**src/rtl/video_pkg.sv**
```systemverilog
// Shared constants and helpers for the video output stage: BT.601 matrix
// coefficients, limited-range bounds, full-range gain and scanline modes.
package video_pkg;

    localparam int signed Y_KR  = 66;
    localparam int signed Y_KG  = 129;
    localparam int signed Y_KB  = 25;
    localparam int signed PB_KR = -38;
    localparam int signed PB_KG = -74;
    localparam int signed PB_KB = 112;
    localparam int signed PR_KR = 112;
    localparam int signed PR_KG = -94;
    localparam int signed PR_KB = -18;

    localparam int signed ROUND_HALF = 128;
    localparam int signed Y_OFFSET   = 16;
    localparam int signed C_OFFSET   = 128;

    localparam int signed LIM_LO     = 16;
    localparam int signed LIM_Y_HI   = 235;
    localparam int signed LIM_C_HI   = 240;
    localparam int signed FULL_GAIN  = 298;

    typedef enum logic [1:0] {
        SL_NONE = 2'b00,
        SL_25   = 2'b01,
        SL_50   = 2'b10,
        SL_75   = 2'b11
    } scanline_e;

    // Darken one 8-bit component by the selected scanline strength.
    function automatic logic [7:0] scanline_dim(input logic [7:0] x, input scanline_e mode);
        logic [7:0] y;
        y = x;
        case (mode)
            SL_25:   y = (x >> 1) + (x >> 2);
            SL_50:   y = x >> 1;
            SL_75:   y = x >> 2;
            default: y = x;
        endcase
        return y;
    endfunction

    // One row of the matrix: offset + (kr*R + kg*G + kb*B + 128) >>> 8.
    function automatic logic signed [9:0] bt601_mac(
        input logic [7:0] r,
        input logic [7:0] g,
        input logic [7:0] b,
        input int signed  kr,
        input int signed  kg,
        input int signed  kb,
        input int signed  offset
    );
        int signed acc;
        acc = kr * int'(r) + kg * int'(g) + kb * int'(b) + ROUND_HALF;
        acc = acc >>> 8;
        return 10'(acc + offset);
    endfunction

    // Clamp to the limited range, then optionally expand to 0..255 with saturation.
    function automatic logic [7:0] range_map(
        input logic signed [9:0] v,
        input int signed         hi,
        input logic              full
    );
        int signed c;
        int signed f;
        c = int'(v);
        if (c < LIM_LO) begin
            c = LIM_LO;
        end else if (c > hi) begin
            c = hi;
        end
        f = c;
        if (full) begin
            f = ((c - LIM_LO) * FULL_GAIN + ROUND_HALF) >>> 8;
            if (f > 255) begin
                f = 255;
            end else if (f < 0) begin
                f = 0;
            end
        end
        return 8'(f);
    endfunction

endpackage

```
**src/rtl/video_rgb2ypbpr.sv**
```systemverilog
// BT.601 RGB -> YPbPr conversion: matrix stage followed by range-map stage,
// two register stages in total.
module video_rgb2ypbpr
    import video_pkg::*;
(
    input  logic       clk_i,
    input  logic       rst_n_i,
    input  logic [7:0] r_i,
    input  logic [7:0] g_i,
    input  logic [7:0] b_i,
    input  logic       full_i,
    output logic [7:0] y_o,
    output logic [7:0] pb_o,
    output logic [7:0] pr_o
);

    logic signed [9:0] y_s2_d,  y_s2_q;
    logic signed [9:0] pb_s2_d, pb_s2_q;
    logic signed [9:0] pr_s2_d, pr_s2_q;
    logic              full_s2_q;
    logic [7:0]        y_s3_d,  y_s3_q;
    logic [7:0]        pb_s3_d, pb_s3_q;
    logic [7:0]        pr_s3_d, pr_s3_q;

    // Matrix products with rounding, offsets added.
    always_comb begin
        y_s2_d  = bt601_mac(r_i, g_i, b_i, Y_KR,  Y_KG,  Y_KB,  Y_OFFSET);
        pb_s2_d = bt601_mac(r_i, g_i, b_i, PB_KR, PB_KG, PB_KB, C_OFFSET);
        pr_s2_d = bt601_mac(r_i, g_i, b_i, PR_KR, PR_KG, PR_KB, C_OFFSET);
    end

    // Clamp to limited range and optional full-range expansion.
    always_comb begin
        y_s3_d  = range_map(y_s2_q,  LIM_Y_HI, full_s2_q);
        pb_s3_d = range_map(pb_s2_q, LIM_C_HI, full_s2_q);
        pr_s3_d = range_map(pr_s2_q, LIM_C_HI, full_s2_q);
    end

    // Stage registers.
    always_ff @(posedge clk_i) begin
        if (!rst_n_i) begin
            y_s2_q    <= '0;
            pb_s2_q   <= '0;
            pr_s2_q   <= '0;
            full_s2_q <= 1'b0;
            y_s3_q    <= '0;
            pb_s3_q   <= '0;
            pr_s3_q   <= '0;
        end else begin
            y_s2_q    <= y_s2_d;
            pb_s2_q   <= pb_s2_d;
            pr_s2_q   <= pr_s2_d;
            full_s2_q <= full_i;
            y_s3_q    <= y_s3_d;
            pb_s3_q   <= pb_s3_d;
            pr_s3_q   <= pr_s3_d;
        end
    end

    assign y_o  = y_s3_q;
    assign pb_o = pb_s3_q;
    assign pr_o = pr_s3_q;

endmodule

```
**src/rtl/video_ypbpr_pipe.sv**
```systemverilog
// Pipelined video output stage: blanking, scanline darkening, RGB or
// BT.601 YPbPr output, and delayed active-low syncs. Latency 3 cycles.
module video_ypbpr_pipe
    import video_pkg::*;
#(
    parameter int COLOR_W = 6,
    parameter int OUT_W   = 6
) (
    input  logic               clk_sys,
    input  logic               reset_n,
    input  logic [COLOR_W-1:0] r_in,
    input  logic [COLOR_W-1:0] g_in,
    input  logic [COLOR_W-1:0] b_in,
    input  logic               hs_in,
    input  logic               vs_in,
    input  logic               blank_in,
    input  logic [1:0]         scanlines,
    input  logic               csync_en,
    input  logic               ypbpr,
    input  logic               ypbpr_full,
    output logic [OUT_W-1:0]   r_out,
    output logic [OUT_W-1:0]   g_out,
    output logic [OUT_W-1:0]   b_out,
    output logic               hs_out,
    output logic               vs_out
);

    scanline_e  sl_mode;
    logic       hs_prev_q, vs_prev_q;
    logic       parity_d, parity_q;

    logic [7:0] r_s1_d, g_s1_d, b_s1_d;
    logic [7:0] r_s1_q, g_s1_q, b_s1_q;
    logic       hs_s1_q, vs_s1_q, comp_s1_q, ypbpr_s1_q, full_s1_q;

    logic [7:0] r_s2_q, g_s2_q, b_s2_q;
    logic       hs_s2_q, vs_s2_q, comp_s2_q, ypbpr_s2_q;

    logic [7:0] r_s3_q, g_s3_q, b_s3_q;
    logic       ypbpr_s3_q;
    logic       hs_out_d, vs_out_d, hs_out_q, vs_out_q;

    logic [7:0] y_s3, pb_s3, pr_s3;

    assign sl_mode = scanline_e'(scanlines);

    // Line parity: toggles on hs falling edge, vs falling edge wins and clears.
    always_comb begin
        parity_d = parity_q;
        if (vs_prev_q && !vs_in) begin
            parity_d = 1'b0;
        end else if (hs_prev_q && !hs_in) begin
            parity_d = ~parity_q;
        end
    end

    // S1 pixel: MSB-replicate to 8 bits, blank, then darken odd lines.
    always_comb begin
        r_s1_d = 8'({r_in, r_in} >> (2 * COLOR_W - 8));
        g_s1_d = 8'({g_in, g_in} >> (2 * COLOR_W - 8));
        b_s1_d = 8'({b_in, b_in} >> (2 * COLOR_W - 8));
        if (blank_in) begin
            r_s1_d = '0;
            g_s1_d = '0;
            b_s1_d = '0;
        end
        if (parity_q) begin
            r_s1_d = scanline_dim(r_s1_d, sl_mode);
            g_s1_d = scanline_dim(g_s1_d, sl_mode);
            b_s1_d = scanline_dim(b_s1_d, sl_mode);
        end
    end

    // Active-low sync generation from the S2-delayed sync and mode bits.
    always_comb begin
        hs_out_d = comp_s2_q ? ~(hs_s2_q ^ vs_s2_q) : ~hs_s2_q;
        vs_out_d = comp_s2_q ? 1'b1 : ~vs_s2_q;
    end

    // Parity tracker, S1/S2/S3 pixel, sync and mode delay line.
    always_ff @(posedge clk_sys) begin
        if (!reset_n) begin
            hs_prev_q  <= 1'b0;
            vs_prev_q  <= 1'b0;
            parity_q   <= 1'b0;
            r_s1_q     <= '0;
            g_s1_q     <= '0;
            b_s1_q     <= '0;
            hs_s1_q    <= 1'b0;
            vs_s1_q    <= 1'b0;
            comp_s1_q  <= 1'b0;
            ypbpr_s1_q <= 1'b0;
            full_s1_q  <= 1'b0;
            r_s2_q     <= '0;
            g_s2_q     <= '0;
            b_s2_q     <= '0;
            hs_s2_q    <= 1'b0;
            vs_s2_q    <= 1'b0;
            comp_s2_q  <= 1'b0;
            ypbpr_s2_q <= 1'b0;
            r_s3_q     <= '0;
            g_s3_q     <= '0;
            b_s3_q     <= '0;
            ypbpr_s3_q <= 1'b0;
            hs_out_q   <= 1'b1;
            vs_out_q   <= 1'b1;
        end else begin
            hs_prev_q  <= hs_in;
            vs_prev_q  <= vs_in;
            parity_q   <= parity_d;
            r_s1_q     <= r_s1_d;
            g_s1_q     <= g_s1_d;
            b_s1_q     <= b_s1_d;
            hs_s1_q    <= hs_in;
            vs_s1_q    <= vs_in;
            comp_s1_q  <= ypbpr | csync_en;
            ypbpr_s1_q <= ypbpr;
            full_s1_q  <= ypbpr_full;
            r_s2_q     <= r_s1_q;
            g_s2_q     <= g_s1_q;
            b_s2_q     <= b_s1_q;
            hs_s2_q    <= hs_s1_q;
            vs_s2_q    <= vs_s1_q;
            comp_s2_q  <= comp_s1_q;
            ypbpr_s2_q <= ypbpr_s1_q;
            r_s3_q     <= r_s2_q;
            g_s3_q     <= g_s2_q;
            b_s3_q     <= b_s2_q;
            ypbpr_s3_q <= ypbpr_s2_q;
            hs_out_q   <= hs_out_d;
            vs_out_q   <= vs_out_d;
        end
    end

    video_rgb2ypbpr u_matrix (
        .clk_i   (clk_sys),
        .rst_n_i (reset_n),
        .r_i     (r_s1_q),
        .g_i     (g_s1_q),
        .b_i     (b_s1_q),
        .full_i  (full_s1_q),
        .y_o     (y_s3),
        .pb_o    (pb_s3),
        .pr_o    (pr_s3)
    );

    // Output select between registered RGB and YPbPr; the select travels
    // with the pixel so a mode change never splits a pixel.
    always_comb begin
        r_out = ypbpr_s3_q ? OUT_W'(pr_s3 >> (8 - OUT_W)) : OUT_W'(r_s3_q >> (8 - OUT_W));
        g_out = ypbpr_s3_q ? OUT_W'(y_s3  >> (8 - OUT_W)) : OUT_W'(g_s3_q >> (8 - OUT_W));
        b_out = ypbpr_s3_q ? OUT_W'(pb_s3 >> (8 - OUT_W)) : OUT_W'(b_s3_q >> (8 - OUT_W));
        hs_out = hs_out_q;
        vs_out = vs_out_q;
    end

endmodule

```
**config.mk**
```make
export PLATFORM = sky130hd
export DESIGN_NAME = video_ypbpr_pipe
export DESIGN_NICKNAME = d
export VERILOG_FILES = /design/src/rtl/video_pkg.sv /design/src/rtl/video_rgb2ypbpr.sv /design/src/rtl/video_ypbpr_pipe.sv
export SDC_FILE = /design/constraint.sdc
export NUM_CORES = 1
export LEC_CHECK = 0
export ABC_AREA = 1
export ABC_CLOCK_PERIOD_IN_PS = 14530
export BUFFER_PORTS_ARGS = -buffer_cell sky130_fd_sc_hd__buf_2
export CORE_MARGIN = 2
export CORE_UTILIZATION = 30
export DETAILED_ROUTE_END_ITERATION = 7
export GPL_TIMING_DRIVEN = 0
export SYNTH_ARGS = -nofsm -noshare
export SYNTH_HDL_FRONTEND = slang
export SYNTH_HIERARCHICAL = 1
export SYNTH_SLANG_ARGS = --single-unit
```
**constraint.sdc**
```tcl
create_clock -name clk_sys -period 14.53 [get_ports clk_sys]
set_input_delay 2.906 -clock clk_sys [delete_from_list [all_inputs] [get_ports clk_sys]]
set_output_delay 2.906 -clock clk_sys [all_outputs]
set_load 0.01 [all_outputs]
```
* After elaboration in Yosys (flattened, before gate mapping)
Cells that the tools add are included.
** Word-level totals
- Flip-flop bits (word level) :: 140
- Logic and storage cells :: 118
- Output and inout port bits :: 20
- Bits of input ports :: 28
** Operators by class
- $add $sub $neg :: 21
- Bitwise operators :: 7
- Reduce and logical (&&, ||, !) cells :: 6
- Order comparisons :: 12
- Mux-type cells :: 28
- Multiply operators :: 12
- Equality and inequality tests :: 3
** Operators by type and width (count)
- $mux 32 :: 6
- $mux 8 :: 15
- $add 18x18->18 :: 6
- $add 32x9->32 const B :: 3
- $mul 32x9->31 const B :: 3
- $sub 32x6->32 const B :: 3
- $gt 24x9->1 const B :: 3
- $lt 24x1->1 const B :: 3
- $pmux 8 s3 :: 3
- $add 18x9->18 const B :: 3
- $mul 7x9->16 const A :: 2
- $gt 10x9->1 const B :: 3
- $lt 10x6->1 const B :: 3
- $add 7x6->8 :: 3
- $mul 3x8->11 const A :: 2
- $add 10x9->10 const B :: 2
- $mux 6 :: 3
- $mul 8x8->16 const A :: 1
- $mul 6x9->15 const A :: 1
- $mul 5x9->14 const A :: 1
- $mul 6x8->14 const A :: 1
- $mul 5x8->13 const A :: 1
- $add 10x6->10 const B :: 1
- $not 1->1 :: 5
- 8 further kinds :: 12

* Longest topological paths before layout
Gate-level depths: netlist of run 1.
- Word-level depth :: 10
- Gate-level depth with buffers :: 42
- Depth with buffers taken out :: 42

* Cells and area by module
The synthesis of run 1 kept the hierarchy.
** Modules (own cells, without submodules)
- video_rgb2ypbpr :: cells each 3284, seq. area each 1101.1 µm², area an instance 24706.2 µm², times used 1
- video_ypbpr_pipe :: cells each 523, seq. area each 1461.4 µm², area an instance 3814.9 µm², times used 1

* Least setup slack after synthesis of run 1
Ideal clock, no wire load.
- Kind :: register to register
- From :: register u_matrix.y_s2_q[7]
- To :: register u_matrix.y_s3_q[0], in the netlist u_matrix/y_o[0]
- Period minus slack after synthesis :: 6229 ps
- Data required time :: 14398 ps
- Arrival time :: 6096 ps
- Slack :: 8301 ps
- Buffers on the path :: 0
- Cell stages (with the launch flop) :: 37
- Cell sequence :: dfxtp_1 -> nand2_1 -> nor2_1 -> nand2_1 -> nand2_2 -> o21ai_0 -> inv_1 -> ha_1 -> inv_1 -> nor3_1 -> inv_1 -> ha_1 -> ha_1 -> ha_1 -> fa_1 -> inv_1 -> fa_1 -> inv_1 -> ha_1 -> nand2_1 -> o21ai_0 -> inv_1 -> nand3_1 -> nand2_1 -> nand2_1 -> nand2_1 -> nand2_1 -> nand3_1 -> nor2_1 -> nand3_1 -> nor2_2 -> xor2_1 -> o21ai_0 -> nor2_2 -> nand3_1 -> nand2_1 -> a21oi_1
** On the way
- Word-level cells in the longest chain between the ends :: 10
- Elaborated cells between the ends (all ways) :: 12
** RTL lines
- from (decl) :: line video_rgb2ypbpr.sv:17 : logic signed [9:0] y_s2_d, y_s2_q;
- from (signal assigned) :: line video_rgb2ypbpr.sv:50 : y_s2_q <= y_s2_d;
- $gt 10x9->1 :: line video_pkg.sv:71 : end else if (c > hi) begin
- $mux 32 :: line video_pkg.sv:71
- $mux 32 (*) :: line video_pkg.sv:69 : if (c < LIM_LO) begin
- $sub 32x6->32 :: line video_pkg.sv:76 : f = ((c - LIM_LO) * FULL_GAIN + ROUND_HALF) >>> 8;
- $mul 32x9->31 :: line video_pkg.sv:76
- $add 32x9->32 :: line video_pkg.sv:76
- $lt 24x1->1 :: line video_pkg.sv:79 : end else if (f < 0) begin
- $mux 8 :: line video_pkg.sv:79
- $mux 8 :: line video_pkg.sv:77 : if (f > 255) begin
- $mux 8 (*) :: line video_pkg.sv:75 : if (full) begin
- to (signal assigned) :: line video_rgb2ypbpr.sv:54 : y_s3_q <= y_s3_d;
- to (decl) :: line video_rgb2ypbpr.sv:21 : logic [7:0] y_s3_d, y_s3_q;
Mark *: on every way between the ends. The rest lies on a longest branch, timed or not.
A chain may end at the register's enable or synchronous reset.

* Worst setup path after layout of run 1
- From :: register u_matrix.y_s2_q[7]
- To :: register u_matrix.y_s3_q[7], in the netlist u_matrix/y_o[7]
Same word-level chain as after synthesis.

==> results.toml, run 1 <==
[outcome]
status = "finished clean"

[timing]
finClkSkew_ns = 0.0168
hold_violations = 0
finalSetupViolations = 0
grt_setup_unrepaired = "no"
max_freq_mhz = 126
layout_setup_ws_ns = 6.58
finalMaxSlewViolations = 0
tightest_slew_ns = 1.24
maxSlewHeadroom_pct = 16.4
timing.final.crit_share_pct = 54.7
fin_setup_tns_ns = 0
fin_crit_ns = 7.95

[layout]
n_fill_cell = 10100
nNetsFinal = 4761
seqCellArea_um2 = 2440
multiInputGateArea_um2 = 22500
layout_common_cells = "inv_1 (876), nand2_1 (653), ha_1 (612)"
antenna-diode-count = 0
final_common_cell = "inv_1"
drive_above_1_share_pct = 5.46
area.growth.synth_to_final_pct = 8.90
layout.cells.non_filler = 5136

[worst_setup_path]
cp_max_fo = 8
slowest_stage = "nor3_1"
crit_arrival_ns = 8.23
critPathLaunchType = "flip-flop"
required_ns = 14.81
max_stage_delay_ns = 0.90
critPathKind = "reg -> reg"
endpoint_kind = "flip-flop"

[grt]
grt_pass1_wl_mm = 114
use_met2_pct = 24.9
grtUsageMet3_pct = 1.63
track_usage_pct = 14.3
top_usage_layer = "met2"
grt_max_degree = 17
antenna_found_initial = 3
use_met1_pct = 19.0
grt_pass1_vias = 23100
grt.overflow.total = 0

[min_path]
hold_path.class = "reg -> reg"

[routing]
ant_nets = 0
first_pass_iters = 5
routed_wl_mm = 67.9
dr.first_iter.drc_count = 1046
vias_per_cell = 4.53
wl_per_cell_um = 13.2
drc_errors = 0
vias = 23300

[clocking]
cts_max_level = 4
clock_path_buffers = 2
cts.repair.resized = 0
cts_tree = "done"
cts-root-buf = "clkbuf_16"
path_clk_slew_ns = 0.06
clkLatencyLatePin_ns = 0.44
cts_sinks = 122
postCtsSetupBuffers = 0
cts_buffers = 17
hold_buffers = 0

[floorplan]
die_h_um = 311
dieArea_um2 = 96700
initial_core_util_pct = 30.3
io_pins = 48
die_x_um = 311
row_count = 112
core_area_um2 = 93300

[job]
maxCapViolations = 0

[placed_design]
dp.final_hpwl_mm = 58.9
dp_cells = 5104
io_buffers = 47
gp_congestion = 0.891
pre_cts_ws_ns = 6.52

[logic_synthesis]
syn_area_um2 = 28300
synth.avg_cell_area_um2 = 7.49
synth_cells = 3774
yosysWarnings = 6
[cell type report]
type                            count  share of cell area, %
Timing Repair Buffer               47                  0.764
Inverter                          883                   10.8
Buffer                             25                  0.398
Clock inverter                     15                  0.573
Clock buffer                       17                   1.38
Sequential cell                   122                   7.93
Multi-Input combinational cell   2773                   73.1
Tap cell                         1254                   5.10
[path summary, 6_finish.rpt]
path,from,end,slack (ns),cells after the start
max reg2reg,u_matrix/y_s2_q[7],u_matrix/y_o[7],6.58,36
min,r_s2_q[6],r_s3_q[6],0.41,2
min reg2reg,r_s2_q[6],r_s3_q[6],0.41,2
max,u_matrix/y_s2_q[7],u_matrix/y_o[7],6.58,36
[flip-flops by register name, indices dropped and copies added (netlist names), 8 cells and up]
name / cells
r_s1_q: 8
u_matrix/pr_s2_q: 10
g_s1_q: 8
u_matrix/pb_s2_q: 10
b_s1_q: 8
u_matrix/y_s2_q: 10
[critical path, delay by kind of cell (launching register included)]
family / cells / cell delay [ns]
and+or+nand+nor: 17 / 3.02
adders and majority gates: 7 / 2.86
buffers and inverters: 7 / 0.75
AOI/OAI and AO/OA: 4 / 0.66
DFF: 1 / 0.35
xor gates and xnor gates: 1 / 0.19
[routing by layer]
metal  vias to the layer above  wire, um
met2                       336     32000
met1                     10700     32600
met4                         2       989
li1                      12200         -
met3                        48      2320
met5                         -        11
[per-stage QoR]
stage	instance area [um^2]	util, %	hold slack [ns]
floorplan	28400	-	0.379
global placement	30200	32.3	0.392
detailed placement	30200	32.3	0.396
CTS	30800	33.0	0.408
global route	30800	33.0	0.430
finish	30800	33.0	0.408
Power of run 1 is not shown: default switching activity piles up to over one toggle a cycle in this logic, so the estimate is an artifact.
==> inputs of run 2 (changes only) <==
- ABC_CLOCK_PERIOD_IN_PS: 14530 -> 8300
- clock period: 14.53 -> 8.3 ns (I/O delays scaled with it)
==> run 2 against run 1 <==
  * Clock skew decreased by 0.0016 ns
  * Critical path type unchanged
  * Register-to-register slack got worse by 5.9 ns
  * Global-route usage unchanged
  * Flip-flop and latch count unchanged
  * Maximum frequency increased by 4.8%
  * Largest cell class unchanged
==> results.toml, run 2 (synthesis gave the netlist of run 1 again) <==
[outcome]
status = "finished clean"

[timing]
max_freq_mhz = 132
finClkSkew_ns = 0.0151
fin_setup_tns_ns = 0
hold_violations = 0
fin_crit_ns = 7.59
timing.final.crit_share_pct = 91.4
grt_setup_unrepaired = "no"
finalSetupViolations = 0
maxSlewHeadroom_pct = 39.3
finalMaxSlewViolations = 0
tightest_slew_ns = 0.910

[floorplan]
initial_core_util_pct = 30.3
die_h_um = 311
dieArea_um2 = 96700
io_pins = 48
die_x_um = 311
core_area_um2 = 93300
row_count = 112

[worst_setup_path]
reg2reg_depth = 36
crit_family = "adder cells"
max_stage_delay_ns = 0.57
required_ns = 8.58
slowest_stage = "nor3_2"
cp_max_fo = 8
reg2reg_from = "u_matrix/y_s2_q[7]"
endpoint_kind = "flip-flop"
critPathKind = "reg -> reg"
critPathBufInv = 7
reg2reg_to = "u_matrix/y_o[7]"
critPathLaunchType = "flip-flop"
r2r_slack_ns = 0.71
crit_arrival_ns = 7.87

[clocking]
cts-root-buf = "clkbuf_16"
hold_buffers = 0
cts_max_level = 4
cts_tree = "done"
clkLatencyLatePin_ns = 0.43
postCtsSetupBuffers = 0
clock_path_buffers = 2
cts.repair.resized = 0
cts_sinks = 122
path_clk_slew_ns = 0.06
cts_buffers = 17

[routing]
ant_nets = 0
vias = 23300
wl_per_cell_um = 13.2
vias_per_cell = 4.53
dr.first_iter.drc_count = 1067
routed_wl_mm = 68.0
first_pass_iters = 5
drc_errors = 0

[grt]
grt_max_degree = 17
antenna_found_initial = 3
grt_pass1_wl_mm = 114
grt.overflow.total = 0
track_usage_pct = 14.3
grt_pass1_vias = 23100

[placed_design]
dpl_cell_area_um2 = 30200
io_buffers = 47
dp_cells = 5104
dp.final_hpwl_mm = 58.9
gp_congestion = 0.891

[job]
maxCapViolations = 0

[layout]
n_fill_cell = 10100
layout.cells.non_filler = 5136
final_common_cell = "inv_1"
finalCoreUtilization_pct = 33.0
area.growth.synth_to_final_pct = 8.93
nNetsFinal = 4761
largest_registers = "u_matrix/pb_s2_q (10), u_matrix/pr_s2_q (10), u_matrix/y_s2_q (10)"
final_cell_area_um2 = 30800
layout_common_cells = "inv_1 (876), nand2_1 (653), ha_1 (612)"
drive_above_1_share_pct = 5.51
antenna-diode-count = 0

[min_path]
hold_start = "r_s2_q[6]"
min_to = "r_s3_q[6]"
hold_depth = 2
hold_path.class = "reg -> reg"
## run 2: cell counts in the layout (fill, tap and decap cells not counted)
No cell type changed its count.
## run 2: how the worst max path moves through the flow
stage,from,to,slack (ns),cells past startpoint
2_1_floorplan,u_matrix/y_s2_q[7],u_matrix/y_o[2],2.12,36
3_3_place_gp,u_matrix/y_s2_q[7],u_matrix/y_o[7],0.37,36
3_5_place_dp,u_matrix/y_s2_q[7],u_matrix/y_o[7],0.29,36
4_1_cts,u_matrix/y_s2_q[7],u_matrix/y_o[7],0.28,36
5_1_grt,u_matrix/y_s2_q[7],u_matrix/y_o[5],0.05,38
6_report,u_matrix/y_s2_q[7],u_matrix/y_o[7],0.71,36
## run 2: area by class of cell
type                            instances  area, um^2  area share [%]
Buffer                                 25         123           0.398
Clock buffer                           17         425            1.38
Clock inverter                         15         176           0.573
Inverter                              883        3320            10.8
Multi-Input combinational cell       2773       22500            73.1
Sequential cell                       122        2440            7.93
Tap cell                             1254        1570            5.09
Timing Repair Buffer                   47         235           0.764
## run 2: worst min-delay path, delay by kind of cell, from the launching register on
kind                   cells  cell delay, ns
buffers and inverters      1            0.04
DFF                        1            0.30
and+or+nand+nor            1            0.04
## run 2: through the flow
step	hold slack, ns	worst slack [ns]
floorplan	0.379	2.12
global placement	0.392	0.366
detailed placement	0.396	0.290
CTS	0.408	0.281
global route	0.430	0.0480
finish	0.408	0.712
## run 2: per-layer routing
metal  vias to the layer above  track usage, %  routed length [um]
met1                     10700            19.0               32600
met3                        50            1.63                2360
met5                         -               0                  11
met2                       346            24.9               32000
met4                         2            2.65                1000
li1                      12200               -                   -
Power of run 2 is left out for the same reason.
==> inputs of run 3 (changes only) <==
- CORE_UTILIZATION: 30 -> 40
==> run 3 against run 2 <==
  * Design area shrank 1.4%
  * Clock skew grew 0.0040 ns
  * Core utilization grew 10 points
  * Non-clock buffer count is the same
  * Highest routed layer is now met4
==> results.toml, run 3 (synthesis gave the netlist of run 1 again) <==
[clocking]
clock_path_buffers = 2
path_clk_slew_ns = 0.07
cts_max_level = 4
cts-root-buf = "clkbuf_16"
cts_tree = "done"
clkLatencyLatePin_ns = 0.43
cts_buffers = 17
postCtsSetupBuffers = 0
cts_sinks = 122

[routing]
vias_per_cell = 4.78
ant_nets = 0
dr.first_iter.drc_count = 989
vias = 23000
drc_errors = 0
routed_wl_mm = 66.0
wl_per_cell_um = 13.7
first_pass_iters = 5

[worst_setup_path]
cp_max_fo = 8
reg2reg_from = "u_matrix/y_s2_q[7]"
crit_family = "adder cells"
crit_start = "u_matrix/y_s2_q[7]"
critPathLaunchType = "flip-flop"
critPathBufInv = 7
max_stage_delay_ns = 0.53
critPathKind = "reg -> reg"
endpoint_kind = "flip-flop"
slowest_stage = "nor3_2"
required_ns = 8.58
crit_arrival_ns = 7.70

[layout]
largest_registers = "u_matrix/pb_s2_q (10), u_matrix/pr_s2_q (10), u_matrix/y_s2_q (10)"
area.growth.synth_to_final_pct = 7.43
layout_common_cells = "inv_1 (876), nand2_1 (653), ha_1 (612)"
final_common_cell = "inv_1"
nNetsFinal = 4761
antenna-diode-count = 0
drive_above_1_share_pct = 5.51

[placed_design]
pre_cts_ws_ns = 0.483
gp_congestion = 0.881
io_buffers = 47
dp.final_hpwl_mm = 57.2

[floorplan]
die_x_um = 270
dieArea_um2 = 72800
io_pins = 48
die_h_um = 270
initial_core_util_pct = 40.4
row_count = 97
core_area_um2 = 70000

[timing]
max_freq_mhz = 135
grt_setup_unrepaired = "no"
tightest_slew_ns = 0.833
fin_crit_ns = 7.42
finalSetupViolations = 0
hold_violations = 0
finalMaxSlewViolations = 0
timing.final.crit_share_pct = 89.4
fin_setup_tns_ns = 0
layout_setup_ws_ns = 0.884
finClkSkew_ns = 0.0192
maxSlewHeadroom_pct = 44.4

[grt]
top_usage_layer = "met2"
track_usage_pct = 18.5
grt_max_degree = 17
grt_pass1_vias = 22800
grt.overflow.total = 0
antenna_found_initial = 0
grtUsageMet3_pct = 1.16
use_met2_pct = 32.0
grt_pass1_wl_mm = 112
use_met1_pct = 25.6

[min_path]
hold_path.class = "reg -> reg"
hold_start = "b_s2_q[6]"

[job]
maxCapViolations = 0

[outcome]
status = "finished clean"
[run 3: cell count changes in the layout (fill, tap and decap cells not counted)]
cell and delta:
bufinv_16 -1, clkinv_4 +1, clkinv_8 -1, clkinvlp_4 +1
[run 3: worst register-to-register path: cells and delay by family, from the launching register on]
family / cells / cell delay [ns]
AO/OA/AOI/OAI: 4 / 0.65
XOR/XNOR: 1 / 0.15
adder cells (fa/ha/maj): 7 / 2.81
buffers and inverters: 7 / 0.76
flip-flops: 1 / 0.35
AND/OR/NAND/NOR: 17 / 2.55
[run 3: final timing paths]
check	cells past startpoint	slack (ns)	to
setup reg to reg	36	0.88	u_matrix/y_o[5]
hold / removal	2	0.41	b_s3_q[6]
hold reg to reg	2	0.41	b_s3_q[6]
setup / recovery	36	0.88	u_matrix/y_o[5]
[run 3: area by class of cell]
type                       instances  area, um^2
buffer                            25         123
inverter                         883        3320
clock buffer                      17         425
tap                              940        1180
clock inverter                    15         146
sequential                       122        2440
multi-input combinational       2773       22500
timing repair buffer              47         235
fill                            7266       39700
[run 3: timing repair]
action | CTS | global route
hold buffers | 0 | 0
resized for setup | 0 | 2
setup endpoints to repair | 0 | 12
[run 3: through the flow]
stage / utilization, % / hold WS (ns) / instance area [um^2] / instances
final: 43.4 / 0.408 / 30400 / 4822
after detailed placement: 42.5 / 0.391 / 29800 / 4790
after floorplan: - / 0.379 / 28400 / 3803
after global placement: 42.5 / 0.392 / 29800 / 4790
after CTS: 43.4 / 0.409 / 30400 / 4822
after global routing: 43.4 / 0.425 / 30400 / 4822
[run 3: routing by layer]
metal  part of all wire (%)  vias up
met2                     47      267
met1                     50    10600
met3                    2.0       40
met4                    1.2        0
li1                       -    12200
met5                      0        -
Power of run 3 is left out for the same reason.
